## src/rtl/sfx_tone_gen.sv

```systemverilog
// Square-wave sound-effect generator: one command at a time, optional linear pitch sweep,
// symmetric amplitude with shift-based volume, true silence when idle.
module sfx_tone_gen #(
    parameter int PERIOD_W = 20,
    parameter int DUR_W    = 12,
    parameter int SWEEP_W  = 8,
    parameter int TICK_DIV = 50000
) (
    input  logic                       clk,
    input  logic                       reset,
    input  logic                       cmd_valid,
    output logic                       cmd_ready,
    input  logic [PERIOD_W-1:0]        cmd_half_period,
    input  logic [DUR_W-1:0]           cmd_duration,
    input  logic signed [SWEEP_W-1:0]  cmd_sweep,
    input  logic [2:0]                 cmd_volume,
    input  logic                       stop,
    output logic signed [15:0]         audio_out,
    output logic                       busy,
    output logic                       done
);
    localparam int TW = $clog2(TICK_DIV);
    localparam logic [TW-1:0]              TICK_LAST = TW'(TICK_DIV - 1);
    localparam logic [PERIOD_W-1:0]        HALF_MIN  = PERIOD_W'(2);
    localparam logic signed [PERIOD_W+1:0] SUM_MIN   = (PERIOD_W+2)'(2);
    localparam logic signed [PERIOD_W+1:0] SUM_MAX   = $signed({2'b00, {PERIOD_W{1'b1}}});
    localparam logic signed [15:0]         AMP_MAX   = 16'sh7FFF;

    typedef enum logic {IDLE, PLAY} state_t;

    state_t               state_q, state_d;
    logic [PERIOD_W-1:0]  half_q, half_d;
    logic [PERIOD_W-1:0]  cnt_q, cnt_d;
    logic [DUR_W-1:0]     remaining_q, remaining_d;
    logic [TW-1:0]        tick_cnt_q, tick_cnt_d;
    logic [SWEEP_W-1:0]   sweep_q, sweep_d;
    logic [2:0]           volume_q, volume_d;
    logic                 phase_q, phase_d;
    logic signed [15:0]   audio_q, audio_d;
    logic                 busy_q, busy_d;
    logic                 done_q, done_d;

    logic                       accept;
    logic signed [PERIOD_W+1:0] half_sum;
    logic signed [15:0]         amp;

    assign cmd_ready = (state_q == IDLE) && !reset;
    assign accept    = cmd_valid && cmd_ready;

    always_comb begin
        state_d     = state_q;
        half_d      = half_q;
        cnt_d       = cnt_q;
        remaining_d = remaining_q;
        tick_cnt_d  = tick_cnt_q;
        sweep_d     = sweep_q;
        volume_d    = volume_q;
        phase_d     = phase_q;
        done_d      = 1'b0;
        // Sign-extended sweep added with two guard bits so both under- and overflow are visible.
        half_sum    = $signed({2'b00, half_q})
                    + $signed({{(PERIOD_W+2-SWEEP_W){sweep_q[SWEEP_W-1]}}, sweep_q});

        case (state_q)
            IDLE: begin
                if (accept) begin
                    sweep_d  = cmd_sweep;
                    volume_d = cmd_volume;
                    if (cmd_duration != '0) begin
                        state_d     = PLAY;
                        half_d      = (cmd_half_period < HALF_MIN) ? HALF_MIN : cmd_half_period;
                        remaining_d = cmd_duration;
                        phase_d     = 1'b1;
                        cnt_d       = '0;
                        tick_cnt_d  = '0;
                    end else begin
                        done_d = 1'b1;
                    end
                end
            end
            PLAY: begin
                if (stop) begin
                    state_d = IDLE;
                    done_d  = 1'b1;
                end else begin
                    // >= so a half that just shrank below cnt ends the level at once.
                    if (cnt_q >= half_q - PERIOD_W'(1)) begin
                        cnt_d   = '0;
                        phase_d = !phase_q;
                    end else begin
                        cnt_d = cnt_q + PERIOD_W'(1);
                    end
                    if (tick_cnt_q == TICK_LAST) begin
                        tick_cnt_d  = '0;
                        remaining_d = remaining_q - DUR_W'(1);
                        if (half_sum < SUM_MIN)      half_d = HALF_MIN;
                        else if (half_sum > SUM_MAX) half_d = '1;
                        else                         half_d = half_sum[PERIOD_W-1:0];
                        if (remaining_q == DUR_W'(1)) begin
                            state_d = IDLE;
                            done_d  = 1'b1;
                        end
                    end else begin
                        tick_cnt_d = tick_cnt_q + TW'(1);
                    end
                end
            end
            default: state_d = IDLE;
        endcase

        amp     = AMP_MAX >>> volume_d;
        busy_d  = (state_d == PLAY);
        audio_d = (state_d == PLAY) ? (phase_d ? amp : -amp) : 16'sd0;
    end

    always_ff @(posedge clk) begin
        if (reset) begin
            state_q     <= IDLE;
            half_q      <= '0;
            cnt_q       <= '0;
            remaining_q <= '0;
            tick_cnt_q  <= '0;
            sweep_q     <= '0;
            volume_q    <= '0;
            phase_q     <= 1'b0;
            audio_q     <= '0;
            busy_q      <= 1'b0;
            done_q      <= 1'b0;
        end else begin
            state_q     <= state_d;
            half_q      <= half_d;
            cnt_q       <= cnt_d;
            remaining_q <= remaining_d;
            tick_cnt_q  <= tick_cnt_d;
            sweep_q     <= sweep_d;
            volume_q    <= volume_d;
            phase_q     <= phase_d;
            audio_q     <= audio_d;
            busy_q      <= busy_d;
            done_q      <= done_d;
        end
    end

    assign audio_out = audio_q;
    assign busy      = busy_q;
    assign done      = done_q;
endmodule

```

## config.mk

```make
export PLATFORM = sky130hd
export DESIGN_NAME = sfx_tone_gen
export DESIGN_NICKNAME = d
export VERILOG_FILES = /design/src/rtl/sfx_tone_gen.sv
export SDC_FILE = /design/constraint.sdc
export NUM_CORES = 1
export LEC_CHECK = 0
export ABC_CLOCK_PERIOD_IN_PS = 4800
export BUFFER_PORTS_ARGS = -buffer_cell sky130_fd_sc_hd__buf_4
export CORE_MARGIN = 4
export CORE_UTILIZATION = 45
export CTS_CLUSTER_SIZE = 40
export DETAILED_ROUTE_END_ITERATION = 16
export PLACE_DENSITY = 0.66
export SLEW_MARGIN = 10
export SYNTH_ARGS = -nofsm -noshare
export SYNTH_HDL_FRONTEND = slang
export SYNTH_SLANG_ARGS = --single-unit
```

## constraint.sdc

```tcl
create_clock -name clk -period 4.8 [get_ports clk]
set_clock_uncertainty 0.1 [all_clocks]
set_input_delay 0.48 -clock clk [delete_from_list [all_inputs] [get_ports clk]]
set_output_delay 0.48 -clock clk [all_outputs]
set_load 0.01 [all_outputs]
```

==> metrics.md, run 1 <==
| Metric | Value |
|---|---|
| Max rail drop VDD | 0.000180 V |
| CP Capture Type | flip-flop |
| Max Freq | about 220 MHz |
| Yosys cell types | 68 |
| Vias per inst | 5.70 |
| #FFs+latches synth | 92 |
| Met1 usage | 27.9% |
| Sequential fraction of the synthesis area | approximately 28% |
| Outcome | complete, no violations |
| Synth area leaders | dfxtp_1, ha_1, a21oi_1, nor2_1, nand2_1 |
| Post-synth EDFFs | 0 |
| Die extent in y | 128 um |
| CP max-delay cell | or4_4 |
| Cell taking the most area after synthesis | dfxtp_1 |
| Post-Syn Area per Cell | 7.67 um2 |
| DP HPWL | 12400 um |
| Most frequent CP cell | a21o_1 |
| Fraction of final layout cells with drive strength greater than 1 | 13.2% |
| Placer Congestion | 0.899 |
| Syn Nets | about 940 |
| Final period util | 93.9% |
| Worst EP required | 4980 ps |
| RSZ-0062 raised after global routing | no |
| Type of origin of the critical path | flip-flop |
| DIE WIDTH | 128 um |
| Synth-to-Final Area Change | 14.5% |
| Fill count | 1367 |
| Final Hold Viols | 0 |
| Clk sink count | 92 |
| GR peak layer | met2 |
| Setup TNS | 0 ps |
| Final net count | 981 |
| Yosys top cell area share | 28.5% |
| Met3 usage | 4.25% |
| Drt drc | 0 |
| Top FF cell, synth | dfxtp_1 |
| Core Box Area | 14000 um2 |
| Critical path arrival | 4690 ps |
| I/O pin cnt | 66 |
| Grt met2 use | 30.5% |
| Mux contribution to synthesized area | around 1.6% |
| Mapped Area | 6470 um2 |
| First-pass GRT wire length | 26900 um |
| Die area | about 16000 um2 |
| XOR/XNOR Fraction of Synth Area | 6.36% |
| Initial antenna violation count | 0 |
| DR WL/cell | 15.0 um |
| CTS Root Cell | clkbuf_16 |
| Initial core utilization | a little under half |
| Post-route ant nets | 0 |
| Maxcap violations | 0 |
| Final Slew Violations | 0 |
| Clock tree buffer depth | 2 |
| Crit-path cells | or4_4 -> or3_4 -> or4_4 -> or3_4 -> nor3_2 -> xnor2_1 -> ha_1 -> a21o_1 -> a21o_1 -> a21o_1 -> a2111oi_4 -> nor3_1 -> buf_4 -> nor2_2 -> mux2i_1 -> a21oi_1 |
| Antenna cells | 0 |
| Worst slew margin | 43.3% |
| CP peak stage delay | between 500 and 600 ps |
| Worst slew pin tran | ~850 ps |
| Largest net degree at the start of global routing | between 50 and 60 |
| Port bufs | 65 |
| Global Route Usage Sum | 19.9% |
| Post-Syn Instances | ~840 |
| Pwr dens | 281 nW/um2 |
| Via count | 6111 |
| Setup Viol. Count Final | 0 |
| Hold Path Class | in2reg |
| Tmin final | roughly 4500 ps |
| FFs w/ async S/R, synth | 0% |
| Total number of yosys warnings | 0 |
| Synth Area in Compound Gates | between 20% and 30% |
| H-tree Lvls | 3 |
| Main combinational cell family by area after synthesis | simple AND/OR/NAND/NOR gates |
| CTS Hold Bufs | 0 |
| Initial DRC count | roughly 330 |
| Vias in the first global route | 5442 |
| Leak | roughly 3.1 nW |
| Clk slew on worst S/H paths | ~70 ps |
| Crit-path max FO | 7 |
| GRT Residual Overflow | 0 |
| Type of the worst setup path | reg2reg |
| Total Wirelength | 16000 um |
| Setup bufs post-CTS | 0 |
| CTS buffer count | 9 |
| Simple-gate portion of the synthesized area | between 20% and 30% |
| CTS tree | built |
| Row count | 43 |
| Clk_lat worst skew | around 350 ps |
| Drt pass-1 iters | 5 |
| Post-Synth Adder-Cell Area | 9.21% |
| Hold WS | 216 ps |
-- cell families (layout without fill, tap and decap cells) --
kind of cell / count (synthesis) / in the layout
simple gates: 335 / 335
compound gates: 241 / 241
flops: 92 / 92
buf+inv: 72 / 120
fa+ha+maj: 47 / 47
xor+xnor: 47 / 47
mux: 10 / 10
-- flip-flops by register name (all words and copies together), names as in the netlist, 3 cells and up --
register	count
tick_cnt_q	16
audio_out	10
volume_q	3
sweep_q	8
half_q	20
remaining_q	12
cnt_q	20
-- worst paths after layout --
kind	startpoint	to	slack (ps)	cells past startpoint
setup / recovery	half_q[4]	audio_out[10]	290	16
hold reg to reg	remaining_q[3]	remaining_q[3]	400	2
hold / removal	cmd_sweep[3]	sweep_q[3]	220	3
setup reg to reg	half_q[4]	audio_out[10]	290	16
-- cell type report --
cell class	instances	area, um2	area share [%]
clock inverter	7	72.6	0.980
tap	180	225	3.04
timing repair buffer	81	621	8.38
sequential	92	1840	24.9
inverter	23	86.3	1.17
multi-input combinational	680	4340	58.5
clock buffer	9	225	3.04
-- critical path, delay by kind of cell (launching register included) --
kind / cells / cell delay (ps)
and+or+nand+nor: 7 / 2230
AOI/OAI and AO/OA: 5 / 1060
buffers and inverters: 1 / 190
xor gates and xnor gates: 1 / 140
adders and majority gates: 1 / 270
DFF: 1 / 360
muxes: 1 / 110
-- power by group --
group          switching (mW)  total (mW)  internal (mW)
clock                   0.337       0.703          0.366
sequential             0.0414       0.840          0.798
combinational           0.309       0.541          0.232
-- per-layer routing --
| metal | up-vias | wire length (um) |
|---|---|---|
| li1 | 3160 | - |
| met1 | 2756 | 7750 |
| met2 | 167 | 7110 |
| met3 | 28 | 857 |
| met4 | 0 | 317 |
| met5 | - | 0 |
-- cells in the final DEF (no fill, tap or decap), types with 5 or more instances in the layout --
| cell | Yosys | layout |
|---|---|---|
| nand2b_1 | 25 | 25 |
| and4_1 | 5 | 5 |
| xnor2_1 | 24 | 24 |
| a21oi_1 | 98 | 98 |
| or3_1 | 11 | 11 |
| nor4_1 | 16 | 16 |
| or2_2 | 5 | 5 |
| a22o_1 | 5 | 5 |
| a211oi_1 | 25 | 25 |
| inv_1 | 23 | 23 |
| clkbuf_16 | 0 | 9 |
| mux2i_1 | 9 | 9 |
| o21ai_0 | 38 | 37 |
| ha_1 | 46 | 46 |
| xor2_1 | 23 | 23 |
| buf_4 | 9 | 80 |
| nor2_1 | 91 | 90 |
| and2_1 | 7 | 6 |
| a31oi_1 | 17 | 17 |
| nand2_1 | 71 | 71 |
| nand4_1 | 9 | 9 |
| nand3_1 | 22 | 22 |
| nor3_1 | 27 | 26 |
| and3_1 | 20 | 20 |
| a21o_1 | 15 | 15 |
| dfxtp_1 | 92 | 92 |
-- per-stage QoR --
step	util (%)	cells	setup slack (ps)	total power [mW]	cell area, um2
after CTS	52.8	1072	133	2.10	7390
after global routing	53.0	1072	47.6	2.21	7410
after global placement	50.7	1056	274	1.39	7090
final	53.0	1072	292	2.08	7410
after floorplan	-	844	249	1.24	6470
after detailed placement	50.7	1056	140	1.39	7090
-- timing repair --
item | in CTS | in global routing
resized for setup | 0 | 3
endpoints found under the hold margin | 0 | 0
endpoints found under the setup margin | 0 | 10
-- cells in the mapped netlist (8+ instances only) --
library cell  number
ha_1              46
clkbuf_1          31
xnor2_1           24
buf_4              9
nor3_1            27
dfxtp_1           92
buf_2              8
nor2_1            91
nand3_1           22
nand2_1           71
mux2i_1            9
inv_1             23
or3_1             11
a21oi_1           98
and3_1            20
nand2b_1          25
nand4_1            9
a31oi_1           17
xor2_1            23
o21ai_0           38
a211oi_1          25
nor4_1            16
a21o_1            15
No activity file was read; power rests on OpenSTA's default activity.
==> run 2: changes to the inputs <==
CTS_BUF_LIST = sky130_fd_sc_hd__clkbuf_4 sky130_fd_sc_hd__clkbuf_8   (was not set)
REMOVE_ABC_BUFFERS = 1   (was not set)
TNS_END_PERCENT = 30   (was not set)
==> run 2 against run 1 <==
Net effect: via count shrank 0.82%; final area shrank 1.7%; count of clock-buffer cells in the layout grew 4; flip-flop and latch count is the same; wire length grew 1.7%; cell count shrank 0.19%; worst setup slack gained 12 ps; die area is the same; critical endpoint is now cnt_q[11]; largest cell class unchanged.
==> metrics.md, run 2 (synthesis results as in run 1) <==
| Metric | Value |
|---|---|
| Clk sink count | ~90 |
| Worst slew margin | 46.7% |
| Initial core utilization | a little under half |
| Outcome | complete, no violations |
| DIE WIDTH | 128 um |
| Fraction of final layout cells with drive strength greater than 1 | around an eighth |
| Clk_lat worst skew | 380 ps |
| Final period util | between 90% and 100% |
| Worst slack, placed | 158 ps |
| Initial antenna violation count | 0 |
| Global Route Usage Sum | around a fifth |
| Leak | between 3 and 4 nW |
| CTS buffer count | 9 |
| Finished Layout Cells | 1070 |
| Worst slew pin tran | 792 ps |
| Vias per inst | 5.66 |
| Reg2Reg Setup Slack | 300 ps |
| CP Capture Type | flip-flop |
| Final Slew Violations | 0 |
| Antenna cells | 0 |
| I/O pin cnt | 66 |
| Most common cell after layout, fill and taps aside | a21oi_1 |
| Total Wirelength | 16300 um |
| Type of origin of the critical path | flip-flop |
| Placed Cells | 1054 |
| Row count | 43 |
| H-tree Lvls | 3 |
| Initial DRC count | 383 |
| GRT Residual Overflow | 0 |
| Clk slew on worst S/H paths | about 90 ps |
| Critical path arrival | 4700 ps |
| CTS tree | built |
| Drt pass-1 iters | 5 |
| Setup TNS | 0 ps |
| Reg area | 1840 um2 |
| CTS Root Cell | clkbuf_8 |
| Die extent in y | 128 um |
| DP HPWL | ~12000 um |
| Crit-path max FO | 23 |
| Max Freq | 222 MHz |
| Hold WS | 185 ps |
| Max rail drop VDD | between 0.00015 and 0.0002 V |
| Via count | 6061 |
| Synth-to-Final Area Change | 12.5% |
| Pwr dens | 260 nW/um2 |
| Type of the worst setup path | reg2reg |
| Worst EP required | 5010 ps |
| Hold Path Class | in2reg |
| Commonest non-fill, non-tap cells in the layout | a21oi_1, dfxtp_1, nor2_1 |
| PnR worst setup slack | 305 ps |
| Vias in the first global route | 5570 |
| CTS Hold Bufs | 0 |
| Post-CTS Resized | 0 |
| DR WL/cell | 15.2 um |
| Core Box Area | 14000 um2 |
| Tmin final | roughly 4500 ps |
| Setup Viol. Count Final | 0 |
| Final net count | about 980 |
| Power, Total | around 1.9 mW |
| First-pass GRT wire length | 27400 um |
| Footprint of the multi-input gates | 4340 um2 |
| Fill count | 1378 |
| Placer Congestion | slightly above 0.9 |
| Die area | 16400 um2 |
| Clock tree buffer depth | 2 |
| Post-route ant nets | 0 |
| Largest net degree at the start of global routing | 56 |
| Largest regs | cnt_q (20), half_q (20), tick_cnt_q (16) |
| Maxcap violations | 0 |
| Port bufs | 65 |
| Setup bufs post-CTS | 0 |
| Final Hold Viols | 0 |
| Drt drc | 0 |
run 2: routing by layer:
layer	track usage [%]	up-vias	routed length (um)	part of all wire (%)
met5	0	-	0	0
li1	-	3169	-	-
met1	28.2	2728	7860	48
met3	4.46	24	784	4.8
met4	5.99	0	304	1.9
met2	31.9	140	7350	45
run 2: critical path: stages, from the launching register on:
cell and delay (ps):
dfxtp_1 370, or4_4 510, or3_4 350, or4_4 440, or3_4 390, nor3_2 180
xnor2_1 140, ha_1 260, a21o_1 160, a21o_1 170, a21o_1 210, a2111oi_4 330
nor2_2 140, nor3_2 180, buf_6 220, o21ai_0 110, a31oi_1 150
run 2: layout make-up:
cell class,instances,share of cell area [%]
multi-input combinational,680,59.6
sequential,92,25.3
timing repair buffer,79,8.20
tap,180,3.09
clock buffer,13,2.37
inverter,23,1.19
clock inverter,3,0.275
run 2: where the power goes:
group	leakage (nW)	switching, mW	internal (mW)
clock	0.0951	0.279	0.236
combinational	2.19	0.306	0.229
sequential	0.750	0.0440	0.798
total	3.04	0.630	1.26
run 2: metrics by stage:
stage	instance area, um2	utilization [%]
6_report	7280	52.0
5_1_grt	7280	52.0
4_1_cts	7250	51.9
3_5_place_dp	7060	50.5
3_3_place_gp	7060	50.5
2_1_floorplan	6240	-
run 2: path summary, 6_finish.rpt:
path	start	to	cells past startpoint
worst min-delay path	cmd_sweep[7]	sweep_q[7]	3
worst min register to register	sweep_q[0]	sweep_q[0]	2
worst max register to register	half_q[4]	cnt_q[11]	16
worst max-delay path	half_q[4]	cnt_q[11]	16
==> run 3: changes to the inputs <==
REMOVE_ABC_BUFFERS = not set   (was 1)
==> run 3 against run 2 <==
Net effect: total power increased by 0.31%; global-route usage decreased by 0.56 points; count of clock-buffer cells in the layout decreased by 4; first-iteration DRC count decreased by 21%; sequential share of layout area decreased by 0.095 points; fmax decreased by 0.18%; cell count increased by 0.19%; worst hold slack got worse by 5.6 ps.
==> metrics.md, run 3 (synthesis results as in run 1) <==
| Metric | Value |
|---|---|
| Initial core utilization | 46.3% |
| Worst slew margin | 42.6% |
| First-pass GRT wire length | 26700 um |
| Initial antenna violation count | 0 |
| Clk slew on worst S/H paths | 100 ps |
| Maxcap violations | 0 |
| Hold_sp | cmd_sweep[3] |
| Clk_lat worst skew | 390 ps |
| GRT Residual Overflow | 0 |
| Final period util | 93.8% |
| Worst reg2reg path startpoint | half_q[4] |
| Commonest non-fill, non-tap cells in the layout | a21oi_1, dfxtp_1, nor2_1 |
| DP HPWL | 12400 um |
| Placer Congestion | 0.899 |
| I/O pin cnt | 66 |
| Final Hold Viols | 0 |
| Worst slew pin tran | 861 ps |
| Footprint of the multi-input gates | 4340 um2 |
| Largest net degree at the start of global routing | 56 |
| Drt pass-1 iters | 5 |
| Critical path arrival | 4720 ps |
| Fraction of final layout cells with drive strength greater than 1 | 13.2% |
| Final net count | 981 |
| Max rail drop VDD | 0.000210 V |
| Hold EP | sweep_q[3] |
| Vias in the first global route | about 5400 |
| CP peak stage delay | 510 ps |
| Die extent in y | 128 um |
| Final Slew Violations | 0 |
| H-tree Lvls | 3 |
| Type of the worst setup path | reg2reg |
| CP max-delay cell | or4_4 |
| Reg2Reg Setup Slack | between 200 and 300 ps |
| Hold Path Class | in2reg |
| CP Capture Type | flip-flop |
| DIE WIDTH | 128 um |
| Placed Cells | ~1100 |
| Pwr dens | 260 nW/um2 |
| Total Wirelength | around 16000 um |
| Clock share of power | 27.2% |
| Utilization after layout | a little over half |
| Cell family with most CP delay | simple AND/OR/NAND/NOR gates |
| Finished Layout Cells | 1072 |
| Worst EP required | 5020 ps |
| Outcome | complete, no violations |
| Global Route Usage Sum | 19.8% |
| CTS buffer count | 9 |
| Combinational power share | about 29% |
| CTS Root Cell | clkbuf_8 |
| Largest regs | cnt_q (20), half_q (20), tick_cnt_q (16) |
| Row count | 43 |
| Fill count | 1375 |
| Tmin final | about 4500 ps |
| Drt drc | 0 |
| Switching Fraction | 35.1% |
| Post-route ant nets | 0 |
| Crit-path max FO | 7 |
| Reg area | 1840 um2 |
| RSZ-0062 raised after global routing | no |
| Type of origin of the critical path | flip-flop |
| Hold path depth | 3 |
| Buf/Inv on CP | 1 |
| CTS tree | built |
| Via count | 6106 |
| Vias per inst | 5.70 |
| Worst R2R Path Depth | 16 |
| Setup bufs post-CTS | 0 |
| Most common cell after layout, fill and taps aside | a21oi_1 |
| Clk sink count | 92 |
| Leak | 3.05 nW |
| P_sw | 0.666 mW |
| Clock tree buffer depth | 2 |
| DR WL/cell | around 15 um |
| Port bufs | 65 |
| Die area | 16400 um2 |
| Crit-path cells | or4_4 -> or3_4 -> or4_4 -> or3_4 -> nor3_2 -> xnor2_1 -> ha_1 -> a21o_1 -> a21o_1 -> a21o_1 -> a2111oi_4 -> nor3_1 -> buf_4 -> nor2_2 -> mux2i_1 -> a21oi_1 |
| Max Freq | 222 MHz |
| Antenna cells | 0 |
| Core Box Area | 14000 um2 |
| Synth-to-Final Area Change | 12.9% |
| Reg power frac | about 44% |
| Most frequent CP cell | a21o_1 |
| Cell internal pwr | 1.23 mW |
| Initial DRC count | between 300 and 400 |
| Setup Viol. Count Final | 0 |
| Setup TNS | 0 ps |
| Reg2reg end | audio_out[10] |
run 3: cell count changes in the layout (fill, tap and decap cells not counted), moves of 2 or more:
cell / before / now
buf_4: 78 / 80
inv_8: 0 / 2
clkbuf_8: 12 / 9
clkinv_4: 0 / 3
run 3: power groups by stage:
stage	registers, mW	clock network (mW)	logic, mW
after global routing	0.846	0.566	0.608
after floorplan	0.850	0	0.390
after detailed placement	0.857	0	0.536
after CTS	0.840	0.533	0.539
after global placement	0.858	0	0.533
final	0.840	0.516	0.542
run 3: what timing repair did:
action                                  CTS  global route
hold endpoints to repair                  0             0
hold buffers                              0             0
gates resized for setup                   0             3
endpoints found under the setup margin    0            10
run 3: how the worst max path moves through the flow:
stage	startpoint	endpoint	slack [ps]	cells past startpoint
6_report	half_q[4]	audio_out[10]	300	16
5_1_grt	half_q[4]	cnt_q[11]	50	16
2_1_floorplan	half_q[2]	cnt_q[15]	250	17
3_3_place_gp	half_q[4]	audio_out[10]	270	16
4_1_cts	half_q[4]	audio_out[10]	140	16
3_5_place_dp	half_q[4]	audio_out[10]	140	16
run 3: cell type report:
| class | count | share of cell area [%] |
|---|---|---|
| repair buffers | 81 | 8.49 |
| well taps | 180 | 3.08 |
| flip-flops and latches | 92 | 25.2 |
| multi-input cells | 680 | 59.3 |
| clock buffers | 9 | 1.70 |
| clock inverters | 7 | 0.993 |
| inverters | 23 | 1.18 |
run 3: metrics by stage:
step	setup WS [ps]	power [mW]	hold WS [ps]	cell area (um2)
3_3_place_gp	274	1.39	377	7090
2_1_floorplan	249	1.24	351	6470
6_report	296	1.90	179	7310
3_5_place_dp	140	1.39	384	7090
4_1_cts	137	1.91	159	7290
5_1_grt	45.4	2.02	157	7310
run 3: worst reg2reg max path, cell delays in order, from the launching register on:
cell and delay [ps]:
dfxtp_1 370, or4_4 510, or3_4 360, or4_4 440
or3_4 390, nor3_2 180, xnor2_1 140, ha_1 270
a21o_1 170, a21o_1 170, a21o_1 200, a2111oi_4 330
nor3_1 160, buf_4 190, nor2_2 190, mux2i_1 110
a21oi_1 190
run 3: per-layer routing:
metal / track usage, % / part of all wire (%) / vias to the layer above
met1: 27.8 / 49 / 2764
li1: - / - / 3162
met4: 5.62 / 1.8 / 0
met2: 30.6 / 44 / 157
met3: 4.58 / 5.2 / 23
met5: 0 / 0 / -
